### config.mk
export PLATFORM = sky130hd
export DESIGN_NAME = led_matrix_pixel_feeder
export DESIGN_NICKNAME = d
export VERILOG_FILES = /design/src/rtl/led_matrix_pkg.sv /design/src/rtl/led_bcm_sequencer.sv /design/src/rtl/led_matrix_pixel_feeder.sv
export SDC_FILE = /design/constraint.sdc
export NUM_CORES = 1
export LEC_CHECK = 0
export CAP_MARGIN = 10
export CORE_ASPECT_RATIO = 1.2
export CORE_MARGIN = 10
export CORE_UTILIZATION = 35
export DETAILED_ROUTE_END_ITERATION = 7
export GPL_ROUTABILITY_DRIVEN = 0
export PLACE_DENSITY_LB_ADDON = 0.12
export SYNTH_ARGS = -nofsm -noshare
export SYNTH_HDL_FRONTEND = slang
export SYNTH_SLANG_ARGS = --single-unit
### constraint.sdc
create_clock -name clk -period 5.7 [get_ports clk]
set_input_delay 0.57 -clock clk [delete_from_list [all_inputs] [get_ports clk]]
set_output_delay 0.57 -clock clk [all_outputs]
set_load 0.01 [all_outputs]
### src/rtl/led_matrix_pkg.sv
// Shared constants and helpers for the LED matrix pixel feeder: default panel geometry,
// framebuffer word layout and read-address packing.
package led_matrix_pkg;

    localparam int unsigned DEF_PANEL_COLS = 64;
    localparam int unsigned DEF_PANEL_ROWS = 32;
    localparam int unsigned DEF_COLOR_BITS = 8;

    localparam int unsigned SCAN_ROWS = DEF_PANEL_ROWS / 2;
    localparam int unsigned COL_W     = $clog2(DEF_PANEL_COLS);
    localparam int unsigned ROW_W     = $clog2(SCAN_ROWS);
    localparam int unsigned PIX_W     = 3 * DEF_COLOR_BITS;

    // Field index of each colour channel inside a framebuffer word {R1,G1,B1,R0,G0,B0}
    localparam int unsigned CH_B0 = 0;
    localparam int unsigned CH_G0 = 1;
    localparam int unsigned CH_R0 = 2;
    localparam int unsigned CH_B1 = 3;
    localparam int unsigned CH_G1 = 4;
    localparam int unsigned CH_R1 = 5;

    function automatic int unsigned clog2_min1(input int unsigned n);
        return (n > 1) ? $clog2(n) : 1;
    endfunction

    // Read address ordered {bank, scan_row, column}
    function automatic logic [31:0] fb_addr(input logic bank, input logic [31:0] row,
                                            input logic [31:0] col,
                                            input int unsigned row_w, input int unsigned col_w);
        return (32'(bank) << (row_w + col_w)) | (row << col_w) | col;
    endfunction

endpackage

### src/rtl/led_bcm_sequencer.sv
// Row / bit-plane / repeat counters implementing binary-code-modulation line sequencing.
module led_bcm_sequencer
    import led_matrix_pkg::*;
#(
    parameter int unsigned SCAN_N     = 16,
    parameter int unsigned COLOR_BITS = 8,
    parameter int unsigned ROWW       = 4,
    parameter int unsigned PLW        = 3
) (
    input  logic            clk,
    input  logic            rst_n,
    input  logic            advance,
    output logic [ROWW-1:0] row,
    output logic [PLW-1:0]  plane,
    output logic            frame_wrap
);

    logic [ROWW-1:0]       row_q, row_d;
    logic [PLW-1:0]        plane_q, plane_d;
    logic [COLOR_BITS-1:0] rep_q, rep_d;
    logic [COLOR_BITS-1:0] rep_lim;
    logic                  rep_done, last_plane, last_row;

    // Plane b is held for 2^b lines
    assign rep_lim    = COLOR_BITS'((32'd1 << plane_q) - 32'd1);
    assign rep_done   = (rep_q == rep_lim);
    assign last_plane = (plane_q == PLW'(COLOR_BITS - 1));
    assign last_row   = (row_q == ROWW'(SCAN_N - 1));
    assign frame_wrap = advance && rep_done && last_plane && last_row;

    always_comb begin
        row_d   = row_q;
        plane_d = plane_q;
        rep_d   = rep_q;
        if (advance) begin
            if (!rep_done) begin
                rep_d = rep_q + COLOR_BITS'(1);
            end else begin
                rep_d = '0;
                if (!last_plane) begin
                    plane_d = plane_q + PLW'(1);
                end else begin
                    plane_d = '0;
                    row_d   = last_row ? '0 : row_q + ROWW'(1);
                end
            end
        end
    end

    always_ff @(posedge clk or negedge rst_n) begin
        if (!rst_n) begin
            row_q   <= '0;
            plane_q <= '0;
            rep_q   <= '0;
        end else begin
            row_q   <= row_d;
            plane_q <= plane_d;
            rep_q   <= rep_d;
        end
    end

    assign row   = row_q;
    assign plane = plane_q;

endmodule

### src/rtl/led_matrix_pixel_feeder.sv
// Feeds HUB75 colour/address lines from a double-buffered framebuffer using BCM bit planes,
// and swaps the displayed bank at frame boundaries on request.
module led_matrix_pixel_feeder
    import led_matrix_pkg::*;
#(
    parameter int unsigned PANEL_COLS = 64,
    parameter int unsigned PANEL_ROWS = 32,
    parameter int unsigned COLOR_BITS = 8,
    localparam int unsigned SCAN_N = PANEL_ROWS / 2,
    localparam int unsigned COLW   = clog2_min1(PANEL_COLS),
    localparam int unsigned ROWW   = clog2_min1(SCAN_N),
    localparam int unsigned PLW    = clog2_min1(COLOR_BITS),
    localparam int unsigned ADDR_W = 1 + ROWW + COLW,
    localparam int unsigned DATA_W = 6 * COLOR_BITS
) (
    input  logic              clk,
    input  logic              rst_n,
    input  logic              enable,
    input  logic [COLW-1:0]   frame_column,
    input  logic              line_sync,
    input  logic              swap_req,
    output logic              swap_ack,
    output logic              active_bank,
    output logic              frame_sync,
    output logic              fb_rd_en,
    output logic [ADDR_W-1:0] fb_rd_addr,
    input  logic [DATA_W-1:0] fb_rd_data,
    output logic [5:0]        matrix_rgb,
    output logic [ROWW-1:0]   matrix_addr
);

    logic              advance, frame_wrap;
    logic [ROWW-1:0]   row;
    logic [PLW-1:0]    plane;

    logic              bank_q, bank_d;
    logic              pend_q, pend_d;
    logic              ack_q, ack_d;
    logic              fsync_q, fsync_d;
    logic [5:0]        rgb_q, rgb_d;
    logic [ROWW-1:0]   maddr_q, maddr_d;
    logic [DATA_W-1:0] shifted;

    assign advance = enable && line_sync;

    led_bcm_sequencer #(
        .SCAN_N     (SCAN_N),
        .COLOR_BITS (COLOR_BITS),
        .ROWW       (ROWW),
        .PLW        (PLW)
    ) u_seq (
        .clk        (clk),
        .rst_n      (rst_n),
        .advance    (advance),
        .row        (row),
        .plane      (plane),
        .frame_wrap (frame_wrap)
    );

    assign fb_rd_en   = enable;
    assign fb_rd_addr = ADDR_W'(fb_addr(bank_q, 32'(row), 32'(frame_column), ROWW, COLW));

    always_comb begin
        bank_d  = bank_q;
        pend_d  = pend_q;
        rgb_d   = rgb_q;
        maddr_d = maddr_q;
        ack_d   = 1'b0;
        fsync_d = 1'b0;
        shifted = '0;
        if (enable) begin
            // Pick bit `plane` of every channel field
            rgb_d = '0;
            for (int unsigned k = CH_B0; k <= CH_R1; k++) begin
                shifted = fb_rd_data >> (k * COLOR_BITS + 32'(plane));
                rgb_d   = rgb_d | (6'(shifted[0]) << k);
            end
            if (line_sync) begin
                maddr_d = row;
            end
            if (frame_wrap) begin
                fsync_d = 1'b1;
                pend_d  = 1'b0;
                if (pend_q || swap_req) begin
                    bank_d = ~bank_q;
                    ack_d  = 1'b1;
                end
            end else if (swap_req) begin
                pend_d = 1'b1;
            end
        end
    end

    always_ff @(posedge clk or negedge rst_n) begin
        if (!rst_n) begin
            bank_q  <= 1'b0;
            pend_q  <= 1'b0;
            ack_q   <= 1'b0;
            fsync_q <= 1'b0;
            rgb_q   <= '0;
            maddr_q <= '0;
        end else begin
            bank_q  <= bank_d;
            pend_q  <= pend_d;
            ack_q   <= ack_d;
            fsync_q <= fsync_d;
            rgb_q   <= rgb_d;
            maddr_q <= maddr_d;
        end
    end

    assign swap_ack    = ack_q;
    assign active_bank = bank_q;
    assign frame_sync  = fsync_q;
    assign matrix_rgb  = rgb_q;
    assign matrix_addr = maddr_q;

endmodule

======== After elaboration in Yosys (flattened, before gate mapping) ========
Index checks and enable logic that the tools add are counted.
storage, ports and cells
  register bits after elaboration ......... 29
  bits of input ports ..................... 59
  word-level logic and storage cells ...... 57
operators by class
  add/subtract/negate cells ............... 9
  eq/ne operators ......................... 3
  shift-type cells ........................ 7
  muxes and demuxes ....................... 10
  bitwise logic cells ..................... 8
  reductions and logical operators ........ 11
operator list
  kind                                                                count
  48-bit by 6-bit >> shifter with 1-bit output                        2
  48-bit by 7-bit >> shifter with 1-bit output                        2
  48-bit by 3-bit >> shifter with 1-bit output                        1
  48-bit by 5-bit >> shifter with 1-bit output                        1
  6-bit by 3-bit adder with 7-bit output, first input constant        2
  5-bit by 3-bit adder with 6-bit output, first input constant        2
  11-bit by 10-bit bitwise OR with 11-bit output                      1
  11-bit by 6-bit bitwise OR with 11-bit output                       1
  8-bit by 1-bit adder with 8-bit output, second input constant       1
  8-bit == test                                                       1
  8-bit two-way mux                                                   1
  1-bit by 3-bit << shifter with 8-bit output, first input constant   1
  8-bit by 1-bit subtractor with 8-bit output, second input constant  1
  1-bit two-way mux                                                   7
  5-bit by 6-bit bitwise OR with 6-bit output                         1
  2-bit AND reduction                                                 3
  3-bit AND reduction                                                 2
  4-bit by 3-bit adder with 5-bit output, first input constant        1
  4-bit by 5-bit bitwise OR with 5-bit output                         1
  4-bit by 1-bit adder with 4-bit output, second input constant       1
  4-bit == test, second input constant                                1
  1-bit logical AND                                                   4
  4-bit two-way mux                                                   1
  3-bit by 4-bit bitwise OR with 4-bit output                         1
  other kinds (8)                                                     8

======== Longest topological paths before layout ========
  depth after elaboration ................. 8
  gate-level depth with buffers ........... 13
  depth with buffers taken out ............ 10

======== By module ========
From an unflattened synthesis, not the netlist that was laid out.
second synthesis, totals
  cells, all modules ...................... 197
  area total of the unflattened synthesis .. 2,074.5 um2
modules (own cells, without submodules)
  module                   instances  cells each  area an instance (um2)
  led_bcm_sequencer        1          107         1,068.5
  led_matrix_pixel_feeder  1          90          1,006.0

======== Worst setup path after synthesis ========
OpenSTA, ideal clock, no wires.
  path kind ............................... register to register
  from .................................... register u_seq.plane_q[0] (netlist: u_seq.plane[0])
  to ...................................... register u_seq.plane_q[1] (netlist: u_seq.plane[1])
  data arrival time ....................... 3,017 ps
  required time ........................... 5,572 ps
  path slack .............................. 2,556 ps
  cell stages (with the launch flop) ...... 13
  path buffers ............................ 2
  clock period less this slack ............ 3,144 ps
  cell sequence ........................... dfrtp_1 clkbuf_1 buf_2 inv_1 ha_1 nand2b_2 ha_1 nor2b_2 mux2i_4 xnor2_4 nand4b_1 nor2_2 mux2_1
between the ends
  cells in the longest elaborated chain, start to end .. 4
ends and longest elaborated chain
  item                                         RTL line                 source
  start, declared                              led_bcm_sequencer.sv:19  logic [PLW-1:0] plane_q, plane_d;
  start signal, assigned                       led_bcm_sequencer.sv:57  plane_q <= plane_d;
  1-bit by 3-bit << shifter with 8-bit output  led_bcm_sequencer.sv:25  assign rep_lim = COLOR_BITS'((32'd1 << plane_q) - 32'd1);
  8-bit by 1-bit subtractor with 8-bit output  led_bcm_sequencer.sv:25
  8-bit == test                                led_bcm_sequencer.sv:26  assign rep_done = (rep_q == rep_lim);
  2-bit AND reduction (no source line)         -
Parallel ways exist; a longest one is shown, timed or not.
A chain may end at the register's enable or synchronous reset.

======== Final worst setup path ========
Ends and elaborated chain as after synthesis.

==> results.sh <==
export IMPL_min_delay_start="matrix_addr[3]"
export IMPL_avgRoutedWirePerCell_um=15.09
export IMPL_final_area_um2=2875
export IMPL_maxSlewHeadroom_pct=44.61
export IMPL_grt_setup_unrepaired="false"
export IMPL_clk_latency_ns=0.28
export IMPL_r2r_end="u_seq.plane[1]"
export IMPL_placed_cells=338
export IMPL_ios=84
export IMPL_cts_resized=0
export IMPL_via_per_inst=4.875
export IMPL_die_y_um=104.3
export IMPL_avgSynthCellArea_um2=10.26
export IMPL_first_pass_iters=4
export IMPL_hpwl_um=4324
export IMPL_fin_skew_ns=0.002869
export IMPL_holdPathStages=2
export IMPL_diodes=0
export IMPL_finalCritPeriodShare_pct=59.56
export IMPL_crit_type="reg2reg"
export IMPL_clkPwrFrac_pct=29.3
export IMPL_power_leakage_nw=1.147
export IMPL_fmax_mhz=294.6
export IMPL_rr_worst_depth=10
export IMPL_die_w_um=90.26
export IMPL_cts_made_buffers=5
export IMPL_synth_cell_area_um2=2073
export IMPL_placement_cell_area_um2=2789
export IMPL_tns_ns=0
export IMPL_r2r_start="u_seq.plane[0]"
export IMPL_grt_pass1_vias=1869
export IMPL_syn_to_final_growth_pct=38.68
export IMPL_row_count=30
export IMPL_hp_class="reg2reg"
export IMPL_pre_cts_ws_ns=2.212
export IMPL_clkTransAtPathRegs_ns=0.06
export IMPL_fp_dieArea_um2=9415
export IMPL_cts_root_buf="clkbuf_8"
export IMPL_crit_start="u_seq.plane[0]"
export IMPL_drv_slew=0
export IMPL_cts_tree="done"
export IMPL_nets=333
export IMPL_critPathRequiredTime_ns=5.86
export IMPL_min_to="matrix_addr[3]"
export IMPL_grt_max_degree=30
export IMPL_synth_nets=270
export IMPL_cts_hold_fix_buffers=0
export IMPL_grt_pass1_wl_um=8790
export IMPL_synth_seq_area_share_pct=35.00
export IMPL_status="completed"
export IMPL_max_cap_viol_count=0
export IMPL_synth_seq_cells=29
export IMPL_ctsLongestPathBuffers=2
export IMPL_irDropWorstVdd_mv=0.08331
export IMPL_finalSetupViolCount=0
export IMPL_p_seq_share_pct=43.6
export IMPL_power_density_nw_per_um2=201.4
export IMPL_first_iter_violations=62
export IMPL_cts_setup_buffers=0
export IMPL_p_switching_mw=0.1654
export IMPL_combPwrFrac_pct=27.1
export IMPL_antenna_left=0
export IMPL_netlist_instances=202
export IMPL_worstSetupStartpointType="flip-flop"
export IMPL_worstMarginPinSlew_ns=0.8308
export IMPL_arrival_ns=3.56
export IMPL_worstPathMaxFanout=16
export IMPL_nFillCells=572
export IMPL_drt_total_wl_um=5206
export IMPL_antenna_found_initial=0
export IMPL_grt_overflow=0
export IMPL_drive_gt1_share_pct=11.70
export IMPL_drc=0
export IMPL_cts_sinks=29
export IMPL_p_int_mw=0.4137
export IMPL_portBuffers=71
export IMPL_worstSetupEndpointType="flip-flop"
export IMPL_finalWorstSetupSlack_ns=2.305
export IMPL_start_util_pct=36.34
export IMPL_period_needed_ns=3.395
export IMPL_vias=1682
export IMPL_core_area_um2=5705
export IMPL_yosys_warnings=0
export IMPL_stdcell_count=345
export IMPL_hold_violations=0
export IMPL_yosys_cell_types_count=45
export IMPL_grt_usage_pct=11.51
export IMPL_swShare_pct=28.56
export IMPL_reg2reg_setup_slack_ns=2.31
export IMPL_h_tree_depth=2
routing by layer:
layer,track usage [%],part of all wire [%],up-vias
li1,-,-,828
met2,18.79,47,64
met5,0,0,-
met4,3.759,1.2,0
met3,6.209,9.1,5
met1,12.43,42,785
worst max-delay path, cell delays in order, from the launching register on:
cell	delay (ns)
dfrtp_1	0.88
inv_1	0.18
ha_1	0.36
nand2b_2	0.12
ha_1	0.17
nor2b_2	0.23
mux2i_4	0.31
xnor2_4	0.15
nand4b_1	0.21
nor2_2	0.29
mux2_1	0.35
cells by family (layout without fill, tap and decap cells):
| family | Yosys count | in the layout | share of synthesized area (%) |
|---|---|---|---|
| DFF | 29 | 29 | 35.00 |
| and+or+nand+nor | 85 | 85 | 21.18 |
| muxes | 18 | 18 | 16.78 |
| adders and majority gates | 9 | 9 | 5.432 |
| AOI/OAI and AO/OA | 25 | 25 | 7.121 |
| xor gates and xnor gates | 17 | 17 | 8.992 |
| buffers and inverters | 19 | 82 | 5.491 |
power by group through the flow:
stage               logic [mW]  registers [mW]  clock network (mW)
global placement         0.159           0.256                   0
finish                   0.157           0.252               0.170
detailed placement       0.160           0.255                   0
floorplan               0.0985           0.251                   0
CTS                      0.160           0.252               0.175
global route             0.174           0.256               0.186
state kept, by name, indices dropped and copies added (netlist names):
signal,cells
swap_ack,1
u_seq.plane,3
pend_q,1
u_seq.row,4
u_seq.rep_q,8
matrix_addr,4
frame_sync,1
matrix_rgb,6
active_bank,1
synth_stat cells (all sizes together):
| cell | count | area (µm²) |
|---|---|---|
| ha | 9 | 112.6 |
| o22ai | 1 | 6.260 |
| and2 | 2 | 12.51 |
| clkinv | 1 | 3.750 |
| xnor2 | 10 | 125.1 |
| nor4 | 4 | 40.04 |
| o41ai | 1 | 8.760 |
| clkbuf | 5 | 18.77 |
| nor3 | 5 | 41.29 |
| mux4 | 12 | 270.3 |
| a31oi | 6 | 37.54 |
| nand3 | 3 | 15.01 |
| mux2 | 4 | 45.04 |
| xor2 | 7 | 61.31 |
| dfrtp | 29 | 725.7 |
| o21ai | 10 | 50.04 |
| mux2i | 2 | 32.53 |
| or3 | 1 | 6.260 |
| nand2 | 44 | 165.2 |
| a21oi | 3 | 15.01 |
| buf | 11 | 83.82 |
| or4 | 1 | 7.510 |
| nand4 | 2 | 27.53 |
| nand2b | 1 | 8.760 |
| nor3b | 2 | 20.02 |
| and3 | 1 | 6.260 |
| o211ai | 3 | 22.52 |
| nand4b | 1 | 8.760 |
| nor2b | 3 | 21.27 |
| inv | 2 | 7.510 |
| nor2 | 15 | 58.81 |
| o21bai | 1 | 7.510 |
how the worst max path moves through the flow:
stage                                 to  slack (ns)
final                     u_seq.plane[1]        2.31
after global routing      u_seq.plane[1]        1.93
after CTS                 u_seq.plane[1]        2.20
after detailed placement  u_seq.plane[1]        2.21
after global placement    u_seq.plane[1]        2.28
after floorplan           u_seq.plane[1]        2.56
metrics by stage:
stage	total power, mW	hold slack [ns]	util, %
floorplan	0.3492	0.2744	-
global placement	0.4151	0.4579	48.88
detailed placement	0.4152	0.4624	48.88
CTS	0.5866	0.4776	50.39
global route	0.6153	0.4989	50.39
finish	0.5790	0.4735	50.39
area by class of cell:
class / count / area, µm² / share of cell area (%)
Clock buffer: 7 / 86.33 / 3.003
Timing Repair Buffer: 72 / 718.2 / 24.98
Tap cell: 80 / 100.1 / 3.481
Multi-Input combinational cell: 154 / 1234 / 42.91
Sequential cell: 29 / 725.7 / 25.24
Inverter: 3 / 11.26 / 0.3916
cells in the final DEF, fill, tap and decap left out, types with 6 or more instances in the layout:
cell	count
clkdlybuf4s50_1	71
nand2_1	44
dfrtp_1	29
nor2_1	14
mux4_2	12
o21ai_0	9
ha_1	9
xnor2_1	8
xor2_1	7
a31oi_1	6
clkbuf_8	6
Note: power is estimated with default switching activity, not from simulation.
==> edit 1 (same flow settings) <==
`rgb_q` no longer has a reset.
--- a/src/rtl/led_matrix_pixel_feeder.sv
+++ b/src/rtl/led_matrix_pixel_feeder.sv
@@ -97,16 +97,18 @@
             pend_q  <= 1'b0;
             ack_q   <= 1'b0;
             fsync_q <= 1'b0;
-            rgb_q   <= '0;
             maddr_q <= '0;
         end else begin
             bank_q  <= bank_d;
             pend_q  <= pend_d;
             ack_q   <= ack_d;
             fsync_q <= fsync_d;
-            rgb_q   <= rgb_d;
             maddr_q <= maddr_d;
         end
+    end
+
+    always_ff @(posedge clk) begin
+        rgb_q <= rgb_d;
     end
 
     assign swap_ack    = ack_q;
Behaviour: not the same (a bounded check fails within 4 cycles, from zero or initial values and one cycle with rst_n low).
==> edit 1 against the unedited design <==
- cell area down 1.7%
- first-iteration DRC count shrank 37%
- clock power increased by 19%
- largest cell class unchanged
- routed wire length is 6.0% lower
- highest routed layer unchanged
- power increased by 1.4%
- largest power group unchanged
- count of clock-buffer cells in the layout decreased by 1
- combinational power down 16%
- critical path type unchanged
- synthesized area shrank 2.4%
- sequential cell count is the same
- worst setup slack improved by 66 ps
==> edit 1: results <==
synthesis:
  synth_warnings: 0
  ys_top_cells_by_area: "dfrtp_1, mux4_2, nand2_1"
  synth_common_cells: "nand2_1, dfrtp_1, mux4_2, buf_4, ha_1"
  synth_edf_count: 6
  seq_area_frac_synth_pct: 37.3
  ys.flop_type: "dfrtp_1"
  synthArstFlopShare_pct: 79.3
  synth_nets: 265
  synthCells: 197
  synth_cell_types: 41
clock_tree:
  clockBufferDepth: 2
  numCtsBuffers: 5
  cts.clk_slew.worst_paths_ps: 60
  ctsResizeCount: 0
  postCtsSetupBuffers: 0
worst_setup_path:
  slowest_stage: "dfrtp_1"
  max_stage_delay_ps: 880
  crit_family: "flip-flops"
  worstPathMaxFanout: 17
run_status:
  outcome: "finished, final reports clean"
routing:
  routed-via-count: 1641
  firstDrtPassIters: 3
  drt-initial-drc-count: 39
  wl_per_cell_um: 15.1
global_route:
  grt_pass1_vias: 1789
  antenna_found_initial: 0
  track_usage_pct: 11.1
  grt_pass1_wl_mm: 8.19
  grt_max_degree: 24
final_layout:
  stdcell_count: 325
  largest_reg_flops: 8
  antenna_cells: 0
  layout-drive-gt1-share_pct: 9.96
placed_design:
  dpl.cell_count: 317
  dp_hpwl_mm: 4.08
  port-buffer-count: 71
power:
  leakage_uw: 0.00113
  peakVddDrop_mv: 0.103
timing:
  slew_headroom_pct: 32.5
  maxSlewViolCount: 0
  skew_ps: 3.34
## edit 1: report_power, final
part | switching, µW | leakage, µW | total (µW) | internal, µW
Clock | 73.4 | 0.0000528 | 202 | 129
Combinational | 54.4 | 0.000745 | 132 | 77.9
Sequential | 23.1 | 0.000336 | 253 | 230
Total | 151 | 0.00113 | 587 | 436
## edit 1: tightest hold or removal path: stages, from the launching register on
cell and delay, ps:
dfrtp_1 340, nand2_1 50, nand2_1 50
## edit 1: logic make-up (layout without fill, tap and decap cells)
group / Yosys count / in the layout / share of synthesized area (%)
mux: 19 / 19 / 17.1
buf+inv: 18 / 82 / 5.25
xor+xnor: 16 / 16 / 7.29
simple gates: 87 / 87 / 21.8
fa+ha+maj: 9 / 9 / 5.56
flops: 29 / 29 / 37.3
compound gates: 19 / 19 / 5.62
## edit 1: through the flow
| stage | hold WS, ps | utilization, % | instance area [µm²] | power (µW) | setup WS, ps |
|---|---|---|---|---|---|
| after floorplan | 274 | - | 2020 | 334 | 2600 |
| after global placement | 458 | 48.3 | 2720 | 390 | 2400 |
| after detailed placement | 466 | 48.3 | 2720 | 390 | 2310 |
| after CTS | 482 | 50.2 | 2830 | 594 | 2310 |
| after global routing | 520 | 50.2 | 2830 | 620 | 2000 |
| final | 477 | 50.2 | 2830 | 587 | 2370 |
## edit 1: layout make-up
cell class                 count  area (µm²)
tap                           64        80.1
clock inverter                 2        33.8
fill                         540        2800
inverter                       3        11.3
multi-input combinational    150        1160
sequential                    29         756
clock buffer                   6        72.6
timing repair buffer          71         711
## edit 1: per-layer routing
metal	track usage (%)	part of all wire (%)
met5	0	0
met4	3.06	0.82
met3	5.49	8.9
met2	18.0	50
met1	12.6	40
## edit 1: worst paths after layout
kind                                startpoint             end  slack (ps)  cells after the start
worst max-delay path            u_seq.plane[0]  u_seq.plane[1]        2370                     10
worst min-delay path            matrix_addr[1]  matrix_addr[1]         480                      2
worst max register to register  u_seq.plane[0]  u_seq.plane[1]        2370                     10
worst min register to register  matrix_addr[1]  matrix_addr[1]         480                      2
max in group asynchronous                rst_n  u_seq.rep_q[6]        4230                      1
min in group asynchronous                rst_n  u_seq.rep_q[0]         860                      1
==> edit 2 (config.mk and constraints unchanged) <==
Made on the original files. Change the parameter `PANEL_ROWS` from 32 to 16.
--- a/src/rtl/led_matrix_pixel_feeder.sv
+++ b/src/rtl/led_matrix_pixel_feeder.sv
@@ -4,7 +4,7 @@
     import led_matrix_pkg::*;
 #(
     parameter int unsigned PANEL_COLS = 64,
-    parameter int unsigned PANEL_ROWS = 32,
+    parameter int unsigned PANEL_ROWS = 16,
     parameter int unsigned COLOR_BITS = 8,
     localparam int unsigned SCAN_N = PANEL_ROWS / 2,
     localparam int unsigned COLW   = clog2_min1(PANEL_COLS),
Interface: changed (resized fb_rd_addr and matrix_addr); port bits go from 84 to 82. The function was not compared with the original's and may differ.
==> edit 2 against the unedited design <==
- sequential cell count is 2 lower
- cell area fell by 8.2%
- synthesized cell count down 6.4%
- critical endpoint is now pend_q
- synthesized area shrank 7.4%
- via count shrank 6.0%
- power shrank 19%
- routed wire length down 7.9%
- non-clock buffer count fell by 2
- worst hold slack improved by 8.5 ps
- worst setup slack worse by 220 ps
- clock skew rose by 1.1 ps
- die area decreased by 5.9%
- maximum frequency decreased by 6.0%
==> edit 2: results <==
synthesis:
  synth_nets: 258
  synthArstFlopShare_pct: 100
  synth_warnings: 0
  synth_cell_types: 39
  netlist.area_leader.share_pct: 35.2
  synth_common_cells: "nand2_1, dfrtp_1, mux4_2, nor2_1, ha_1"
  seq_area_frac_synth_pct: 35.2
  synthCells: 189
  ys.flop_type: "dfrtp_1"
  ys_top_cells_by_area: "dfrtp_1, mux4_2, nand2_1"
routing:
  drt-initial-drc-count: 57
  firstDrtPassIters: 4
  drt-total-wl_mm: 4.80
  via_per_inst: 5.13
clock_tree:
  ctsResizeCount: 0
  clockBufferDepth: 2
  cts.clk_slew.worst_paths_ps: 100
  postCtsSetupBuffers: 0
  numCtsBuffers: 3
  clockRootBuffer: "clkbuf_8"
  cts_max_level: 1
  worst_skew_pair.late_latency_ps: 280
final_layout:
  largest-register: "u_seq.rep_q"
  layout-drive-gt1-share_pct: 11.0
  fin_nets: 316
  antenna_cells: 0
  largest_reg_flops: 8
  n_fill_cell: 502
global_route:
  grt_pass1_wl_mm: 7.94
  antenna_found_initial: 0
  track_usage_pct: 11.0
  grt_max_degree: 28
  grt_pass1_vias: 1626
power:
  peakVddDrop_mv: 0.0918
  leakage_uw: 0.00106
run_status:
  outcome: "finished, final reports clean"
min_path:
  min_path_type: "reg -> reg"
worst_setup_path:
  worstPathMaxFanout: 17
  cp.arrival_ps: 3740
placed_design:
  port-buffer-count: 69
  dp_hpwl_mm: 3.99
timing:
  skew_ps: 3.94
  tns_ps: 0
  worstMarginPinSlew_ps: 835
[edit 2: worst max-delay path, stage by stage, from the launching register on]
cell     delay (ps)
dfrtp_1         900
inv_1           150
ha_1            330
or2b_1          230
ha_1            210
or4b_1          440
a32oi_1         260
xor2_1          230
nand2_2         140
nor2_1          390
a41oi_1         170
[edit 2: path summary, 6_finish.rpt]
check | from | endpoint | slack (ps) | depth (start not counted)
worst max-delay path | u_seq.plane[0] | pend_q | 2090 | 10
worst min-delay path | matrix_addr[0] | matrix_addr[0] | 480 | 2
worst max register to register | u_seq.plane[0] | pend_q | 2090 | 10
worst min register to register | matrix_addr[0] | matrix_addr[0] | 480 | 2
max in group asynchronous | rst_n | matrix_rgb[2] | 4790 | 2
min in group asynchronous | rst_n | u_seq.rep_q[1] | 660 | 2
[edit 2: kinds of logic after synthesis]
| kind of cell | after synthesis | synth area share (%) |
|---|---|---|
| fa+ha+maj | 10 | 6.52 |
| xor+xnor | 15 | 6.85 |
| flops | 27 | 35.2 |
| simple gates | 72 | 18.6 |
| buf+inv | 20 | 6.06 |
| mux | 20 | 18.6 |
| compound gates | 25 | 8.08 |
[edit 2: final cells by class]
cell class              instances  area share [%]
inverters                       3           0.427
multi-input cells             142            42.7
well taps                      62            2.94
clock inverters                 1           0.284
clock buffers                   3            1.56
repair buffers                 70            26.5
flip-flops and latches         27            25.6
[edit 2: per-stage QoR]
stage                     setup WS, ps  cell area [µm²]  cells  util, %  total power, µW
after floorplan                   2150             1920    189        -              302
after global placement            2120             2590    304     48.9              361
after detailed placement          2020             2590    304     48.9              362
after CTS                         1990             2640    308     49.8              476
after global routing              1700             2640    308     49.8              497
final                             2090             2640    308     49.8              470
[edit 2: power by group]
group          leakage, µW  switching (µW)  internal, µW
Clock            0.0000217            62.6          49.7
Sequential        0.000328            24.2           210
Combinational     0.000710            47.0          76.2
[edit 2: routing by layer]
layer / vias to the layer above / global-route usage (%) / wire, µm / part of all wire [%]
met5: - / 0 / 0 / 0
met2: 64 / 16.6 / 2070 / 43
met3: 6 / 7.52 / 688 / 14
li1: 785 / - / - / -
met4: 0 / 2.83 / 34 / 0.71
met1: 726 / 12.4 / 2000 / 42
